==> config.mk <==
export PLATFORM = sky130hd
export DESIGN_NAME = j2_sequencer
export DESIGN_NICKNAME = d
export VERILOG_FILES = /design/src/rtl/j2_sequencer_pkg.sv /design/src/rtl/j2_sequencer.sv
export SDC_FILE = /design/constraint.sdc
export NUM_CORES = 1
export LEC_CHECK = 0
export BUFFER_PORTS_ARGS = -buffer_cell sky130_fd_sc_hd__buf_2
export CORE_MARGIN = 2
export CORE_UTILIZATION = 51
export DETAILED_ROUTE_END_ITERATION = 8
export PLACE_DENSITY = 0.82
export SYNTH_ARGS = -nofsm -noshare
export SYNTH_HDL_FRONTEND = slang
export SYNTH_SLANG_ARGS = --single-unit
==> constraint.sdc <==
create_clock -name clk -period 5.4 [get_ports clk]
set_input_delay 0.81 -clock clk [delete_from_list [all_inputs] [get_ports clk]]
set_output_delay 0.81 -clock clk [all_outputs]
set_load 0.01 [all_outputs]
==> src/rtl/j2_sequencer_pkg.sv <==
`default_nettype none
// ============================================================================
//  Module      : j2_sequencer_pkg
//  Description : Shared constants for the J2 core: sequencer state encoding,
//                instruction opcode classes, ALU function codes and the
//                func-field codes that select stack/bus side effects.
//  Revision    : 1.0  initial release
// ============================================================================
package j2_sequencer_pkg;

    // Sequencer state encoding (2-bit)
    localparam logic [1:0] c_ST_REBOOT   = 2'd0;
    localparam logic [1:0] c_ST_FETCH    = 2'd1;
    localparam logic [1:0] c_ST_EXECUTE  = 2'd2;
    localparam logic [1:0] c_ST_BUS_WAIT = 2'd3;

    // Opcode classes in instruction[15:13]; a literal is any word with bit 15 set
    localparam logic       c_OP_LIT_MSB = 1'b1;
    localparam logic [2:0] c_OP_JMP     = 3'b000;
    localparam logic [2:0] c_OP_CJMP    = 3'b001;
    localparam logic [2:0] c_OP_CALL    = 3'b010;
    localparam logic [2:0] c_OP_ALU     = 3'b011;

    // ALU function codes in instruction[11:8] that read the data bus
    localparam logic [3:0] c_ALU_MEMRD = 4'b1100;
    localparam logic [3:0] c_ALU_IORD  = 4'b1101;

    // Func-field codes in instruction[6:4]
    localparam logic [2:0] c_FUNC_DSW  = 3'd1;
    localparam logic [2:0] c_FUNC_RSW  = 3'd2;
    localparam logic [2:0] c_FUNC_MEMW = 3'd3;
    localparam logic [2:0] c_FUNC_IOW  = 3'd4;

endpackage : j2_sequencer_pkg
`default_nettype wire

==> src/rtl/j2_sequencer.sv <==
`default_nettype none
// ============================================================================
//  Module      : j2_sequencer
//  Description : Multi-cycle fetch/execute controller of the J2 core. Holds
//                PC, data/return stack pointers and top-of-stack, fetches
//                over a req/ack instruction port, stalls on data-bus accesses
//                and commits the combinational ALU's next-state outputs.
//  Ports       : clk/reset           - clock, synchronous active-high reset
//                imem_*              - instruction fetch request/ack/data
//                instruction, program_counter, is_reboot -> ALU
//                *_second, *_next_*, program_counter_next <- ALU
//                data_stack_pointer_top, return_stack_pointer_top,
//                data_stack_top      - registered architectural state
//                memory_write_enable, io_write_enable - ALU bus writes
//                bus_req/bus_ack     - data-bus handshake
//                stack_commit        - one-cycle commit strobe
//                retired_count       - instructions committed since reset
//  Revision    : 1.0  initial release
// ============================================================================
module j2_sequencer
    import j2_sequencer_pkg::*;
#(
    parameter int          WIDTH    = 32,
    parameter int          DEPTH    = 4,
    parameter logic [12:0] RESET_PC = 13'd0
) (
    input  logic             clk,
    input  logic             reset,
    output logic             imem_req,
    output logic [12:0]      imem_addr,
    input  logic             imem_ack,
    input  logic [15:0]      imem_data,
    output logic [15:0]      instruction,
    output logic [12:0]      program_counter,
    input  logic [12:0]      program_counter_next,
    output logic             is_reboot,
    output logic [DEPTH-1:0] data_stack_pointer_top,
    input  logic [DEPTH-1:0] data_stack_pointer_second,
    output logic [DEPTH-1:0] return_stack_pointer_top,
    input  logic [DEPTH-1:0] return_stack_pointer_second,
    output logic [WIDTH-1:0] data_stack_top,
    input  logic [WIDTH-1:0] data_stack_next_top,
    input  logic             memory_write_enable,
    input  logic             io_write_enable,
    output logic             bus_req,
    input  logic             bus_ack,
    output logic             stack_commit,
    output logic [31:0]      retired_count
);

    // An instruction touches the data bus when it is an ALU op that either
    // writes memory/IO through the func field or reads memory/IO via its
    // ALU function code.
    function automatic logic f_need_bus(input logic [15:0] insn);
        f_need_bus = (insn[15:13] == c_OP_ALU) &&
                     ((insn[6:4]  == c_FUNC_MEMW) || (insn[6:4]  == c_FUNC_IOW) ||
                      (insn[11:8] == c_ALU_MEMRD) || (insn[11:8] == c_ALU_IORD));
    endfunction

    logic [1:0]       r_state;
    logic [12:0]      r_pc;
    logic [DEPTH-1:0] r_dsp;
    logic [DEPTH-1:0] r_rsp;
    logic [WIDTH-1:0] r_t;
    logic [15:0]      r_insn;
    logic [31:0]      r_retired;

    logic             w_need_bus;
    logic             w_commit;

    assign w_need_bus = f_need_bus(r_insn);

    // Reset aborts the instruction in flight, so a bus_ack landing in the
    // reset cycle must not produce a commit.
    assign w_commit = !reset &&
                      (((r_state == c_ST_EXECUTE)  && !w_need_bus) ||
                       ((r_state == c_ST_BUS_WAIT) && bus_ack));

    always_ff @(posedge clk) begin
        if (reset) begin
            r_state   <= c_ST_REBOOT;
            r_pc      <= RESET_PC;
            r_dsp     <= '0;
            r_rsp     <= '0;
            r_t       <= '0;
            r_insn    <= 16'h0000;
            r_retired <= 32'd0;
        end else begin
            case (r_state)
                c_ST_REBOOT: r_state <= c_ST_FETCH;
                c_ST_FETCH: begin
                    if (imem_ack) begin
                        r_insn  <= imem_data;
                        r_state <= c_ST_EXECUTE;
                    end
                end
                c_ST_EXECUTE: r_state <= w_need_bus ? c_ST_BUS_WAIT : c_ST_FETCH;
                c_ST_BUS_WAIT: begin
                    if (bus_ack) begin
                        r_state <= c_ST_FETCH;
                    end
                end
                default: r_state <= c_ST_REBOOT;
            endcase

            // Pointer wrap is whatever the ALU computed modulo 2^DEPTH
            if (w_commit) begin
                r_pc      <= program_counter_next;
                r_dsp     <= data_stack_pointer_second;
                r_rsp     <= return_stack_pointer_second;
                r_t       <= data_stack_next_top;
                r_retired <= r_retired + 32'd1;
            end
        end
    end

    assign imem_req                 = (r_state == c_ST_FETCH);
    assign imem_addr                = r_pc;
    assign instruction              = r_insn;
    assign program_counter          = r_pc;
    assign is_reboot                = (r_state == c_ST_REBOOT);
    assign data_stack_pointer_top   = r_dsp;
    assign return_stack_pointer_top = r_rsp;
    assign data_stack_top           = r_t;
    assign bus_req                  = (r_state == c_ST_BUS_WAIT);
    assign stack_commit             = w_commit;
    assign retired_count            = r_retired;

    // A bus write from the ALU is only legal for an instruction the decode
    // classified as a bus access; otherwise it would never be stalled for.
    a_write_needs_bus : assert property (@(posedge clk) disable iff (reset)
        ((r_state == c_ST_EXECUTE) && (memory_write_enable || io_write_enable)) |-> w_need_bus);

endmodule : j2_sequencer
`default_nettype wire
; ---- Word level (Yosys, flattened, before mapping)
; Cells that the tools add are included.
[classes]
n_addsub = 1
n_reduce_logical = 13
n_eq_ne = 10
mux = 4
[op_table]
columns = operator, count
row1 = adder 32 x 1 -> 32 bit (second input constant), 1
row2 = == test 4 bit (second input constant), 2
row3 = one-hot mux 2 bit (4 select lines), 1
row4 = == test 3 x 2 -> 1 bit (second input constant), 2
row5 = two-way mux 2 bit, 3
row6 = == test 2 bit (second input constant), 2
row7 = logical AND 1 bit, 4
row8 = logical OR 1 bit, 4
row9 = inequality test 2 x 1 -> 1 bit (second input constant), 2
row10 = AND reduction 2 bit, 2
row11 = == test 3 bit (second input constant), 1
row12 = == test 2 x 1 -> 1 bit (second input constant), 1
row13 = zero test 1 bit, 2
row14 = zero test 2 bit, 1
[totals]
input_bits = 75
output_inout_bits = 118
elab_cells = 35
reg_bits = 103

; ---- Depth between registers and ports, before layout
[depth]
ltp_word = 9
depth_mapped = 8
depth_no_buf = 7

; ---- Least setup slack after synthesis
; Ideal clock, no wire load.
[synth_timing]
path_type = register -> output
start = register r_insn[6] (netlist: instruction[6])
end = output stack_commit
n_path_buf = 1
path_stages_with_launch = 6
required_time_ns = 4.590
arrival_time_ns = 1.743
setup_slack_ns = 2.847
path_cell_list = dfxtp_1 or3b_2 and4_1 nor2_2 clkbuf_1 nor2_1
[synth_via]
elab_chain_len = 9
word_cells_on_any_way = 10
cone_classes = eq/ne (2) / reduce/logical (8)
[synth_lines]
columns = element, line_no
row1 = start: declaration, j2_sequencer.sv:65  ; logic [15:0] r_insn;
row2 = start signal: assignment, j2_sequencer.sv:93  ; r_insn <= imem_data;
row3 = == test 3 x 2 -> 1 bit or == test 3 bit (tied branches), j2_sequencer.sv:56  ; ((insn[6:4] == c_FUNC_MEMW) || (insn[6:4] == c_FUNC_IOW) ||
row4 = logical OR 1 bit (*) (2 in a row), j2_sequencer.sv:56
row5 = logical OR 1 bit (*), j2_sequencer.sv:57  ; (insn[11:8] == c_ALU_MEMRD) || (insn[11:8] == c_ALU_IORD));
row6 = logical AND 1 bit (*), j2_sequencer.sv:55  ; f_need_bus = (insn[15:13] == c_OP_ALU) &&
row7 = zero test 1 bit (*), j2_sequencer.sv:76  ; (((r_state == c_ST_EXECUTE) && !w_need_bus) ||
row8 = logical AND 1 bit (*), j2_sequencer.sv:76
row9 = logical OR 1 bit (*), j2_sequencer.sv:76
row10 = logical AND 1 bit (*), j2_sequencer.sv:75  ; assign w_commit = !reset &&
row11 = end: declaration, j2_sequencer.sv:47  ; output logic stack_commit,
; Mark *: on every way between the ends. The rest lies on a longest branch, timed or not.

; ---- Worst setup path after layout
; Ends and elaborated chain as after synthesis.

==> impl_metrics.tcl <==
set metrics [dict create \
    ant_nets 0 \
    clockPowerShare_pct 32.2 \
    hold_class "reg -> reg" \
    vias_per_cell 5.307 \
    synth_edf_count 0 \
    yosys.area.top_type "dfxtp_1" \
    crit_type "reg -> out" \
    crit_fanout 23 \
    synth_commonest_cells "nand2_1 (153), dfxtp_1 (103), a21oi_1 (84)" \
    ctsResizeCount 0 \
    drc_errors 0 \
    placeableCoreArea_um2 8217 \
    dr.pass1.iters 4 \
    p_sw_share_pct 26.40 \
    routedWlPerCell_um 13.70 \
    die_x_um 95.91 \
    hold-path-cell-count 2 \
    rows 33 \
    tns_ns 0 \
    grt_usage_pct 23.06 \
    ctsHoldBuffers 0 \
    ys.flop_type "dfxtp_1" \
    diodes 0 \
    grt_pass1_wl_um 16970 \
    drive_gt1_share_pct 32.32 \
    p_per_area_nw_per_um2 274.4 \
    hold_start "return_stack_pointer_top[1]" \
    grt_overflow_total 0 \
    synth_top_area_share_pct 47.87 \
    port_buffers 190 \
    fillers 720 \
    hold_violations 0 \
    synth.area.top_cells "dfxtp_1 (48%), nand2_1 (13%), a21oi_1 (9.8%)" \
    drv_cap 0 \
    fin_area_um2 5370 \
    die-area_um2 9198 \
    arrival_ns 2.22 \
    synth_area_um2 4308 \
    clock_sinks 103 \
    grt_max_degree 107 \
    gp_congestion 0.8072 \
    drv_slew 0 \
    fin_worst_skew_ns 0.01182 \
    maxSlewHeadroom_pct 27.07 \
    vdd_drop_max_v 0.0001730 \
    p_int_w 0.001085 \
    ios 193 \
    cts_buffers 9 \
    tightest_slew_ns 1.094 \
    cp-start-kind "flip-flop" \
    total_power_w 0.001474 \
    setup_viol 0 \
    rsz0062_at_grt "no" \
    r2r_cells 6 \
    antenna_found_initial 0 \
    synthArstFlopShare_pct 0 \
    post_dp_cell_area_um2 5166 \
    status "finished clean" \
    nets 766 \
    required_ns 4.59 \
    yosysMostFrequentCell "nand2_1" \
    wirelength_um 10890 \
    die_h_um 95.91 \
    reg2reg_from "r_state[0]" \
    whs_endpoint "return_stack_pointer_top[1]" \
    htreeDepth 3 \
    pwr-share-seq_pct 55.0 \
    cts_setup_buffers 0 \
    syn_inst 527 \
    yosysUniqueCellTypes 49 \
    fin_crit_sh_pct 56.03 \
    comb_power_share_pct 12.9 \
    grt_pass1_vias 3955 \
    start_util_pct 52.43 \
    switchingPower_w 0.0003891 \
    cts_root_buf "clkbuf_8" \
    syn_to_final_growth_pct 24.66 \
    syn_nets 608 \
    cts_tree "built" \
    synth_seq_cells 103 \
    clkTransAtPathRegs_ns 0.10 \
    synth_seq_area_share_pct 47.87 \
    hpwl_um 7625 \
    drt_iter0_drc 143 \
    post-route-min-period_ns 3.025 \
    r2r-end "retired_count[15]" \
    max_freq_ghz 0.3305 \
    r2r_setup_slack_ns 2.64 \
    cts_buffer_depth 2 \
    syn-mean-instance-area_um2 8.174 \
    worstSkewPairLatency_ns 0.35 \
    route.vias.total 4219 \
    p_leak_nw 2.306 \
    cp-end-kind "output pin" \
    yosysWarnings 0 \
]
==> routing by layer <==
layer | wire length (um) | track usage, % | up-vias | part of all wire [%]
li1 | - | - | 2093 | -
met1 | 4560 | 26.34 | 1982 | 42
met2 | 5522 | 41.08 | 128 | 51
met3 | 605 | 5.012 | 16 | 5.6
met4 | 204 | 10.36 | 0 | 1.9
met5 | 0 | 0 | - | 0
==> cell families (layout without fill, tap and decap cells) <==
group                      Yosys count  in the layout  share of synthesized area, %
AOI/OAI and AO/OA                  117            117                         15.60
adders and majority gates            6              6                         1.743
xor gates and xnor gates            17             17                         3.456
buffers and inverters               53            216                         6.477
and+or+nand+nor                    228            228                         24.08
DFF                                103            103                         47.87
muxes                                3              3                        0.7841
==> state kept, by name, indices dropped and copies added, names as in the netlist <==
name,cells
retired_count,32
data_stack_top,32
r_state,2
imem_addr,13
return_stack_pointer_top,4
instruction,16
data_stack_pointer_top,4
==> layout by cell type, fill, tap and decap left out, drive strengths merged, types with 2 or more instances in the layout <==
cell	count
xor2	3
o21ai	6
xnor2	14
buf	192
a2111oi	3
dfxtp	103
clkbuf	13
nand3	9
and4	7
or4b	5
a21oi	84
nor2	25
and2	2
inv	8
or3	4
a211oi	8
clkinv	2
nand4	10
nor2b	2
o41ai	5
or4	3
o31ai	2
nand2	153
mux2	3
ha	6
nand3b	4
==> final cells by class <==
type / count / area (um^2) / share of cell area, %
inverter: 8 / 30.03 / 0.5592
clock buffer: 13 / 178.9 / 3.332
tap: 105 / 131.4 / 2.446
timing repair buffer: 192 / 968.4 / 18.03
multi-input combinational: 371 / 1974 / 36.77
clock inverter: 3 / 25.02 / 0.4660
sequential: 103 / 2062 / 38.40
==> power by group through the flow <==
stage          registers (W)  logic (W)  clock network, W
6_report            0.000810   0.000190          0.000474
2_1_floorplan       0.000841   0.000102                 0
3_5_place_dp        0.000827   0.000191                 0
3_3_place_gp        0.000825   0.000185                 0
4_1_cts             0.000810   0.000191          0.000487
5_1_grt             0.000815   0.000211          0.000515
==> through the flow <==
stage          hold WS (ns)  worst slack [ns]  cells  util [%]
5_1_grt              0.4720             2.224    795     65.36
3_3_place_gp         0.4358             2.688    779     62.88
2_1_floorplan        0.4761             2.847    527         -
4_1_cts              0.4566             2.356    795     65.36
3_5_place_dp         0.4424             2.662    779     62.88
6_report             0.4529             2.375    795     65.36
==> worst max path at each step <==
stage,slack (ns),endpoint,startpoint,cells past startpoint
2_1_floorplan,2.85,stack_commit,instruction[6],5
3_3_place_gp,2.69,stack_commit,bus_ack,5
3_5_place_dp,2.66,stack_commit,bus_ack,5
4_1_cts,2.36,stack_commit,instruction[6],5
5_1_grt,2.22,stack_commit,instruction[6],5
6_report,2.37,stack_commit,instruction[6],5
==> critical path, cell delays in order (launching register included) <==
cell	delay, ns
dfxtp_1	0.37
or3b_2	0.49
and4_1	0.28
nor2_4	0.47
nor2_1	0.07
buf_2	0.18
Power figures use the tool's default switching activity.
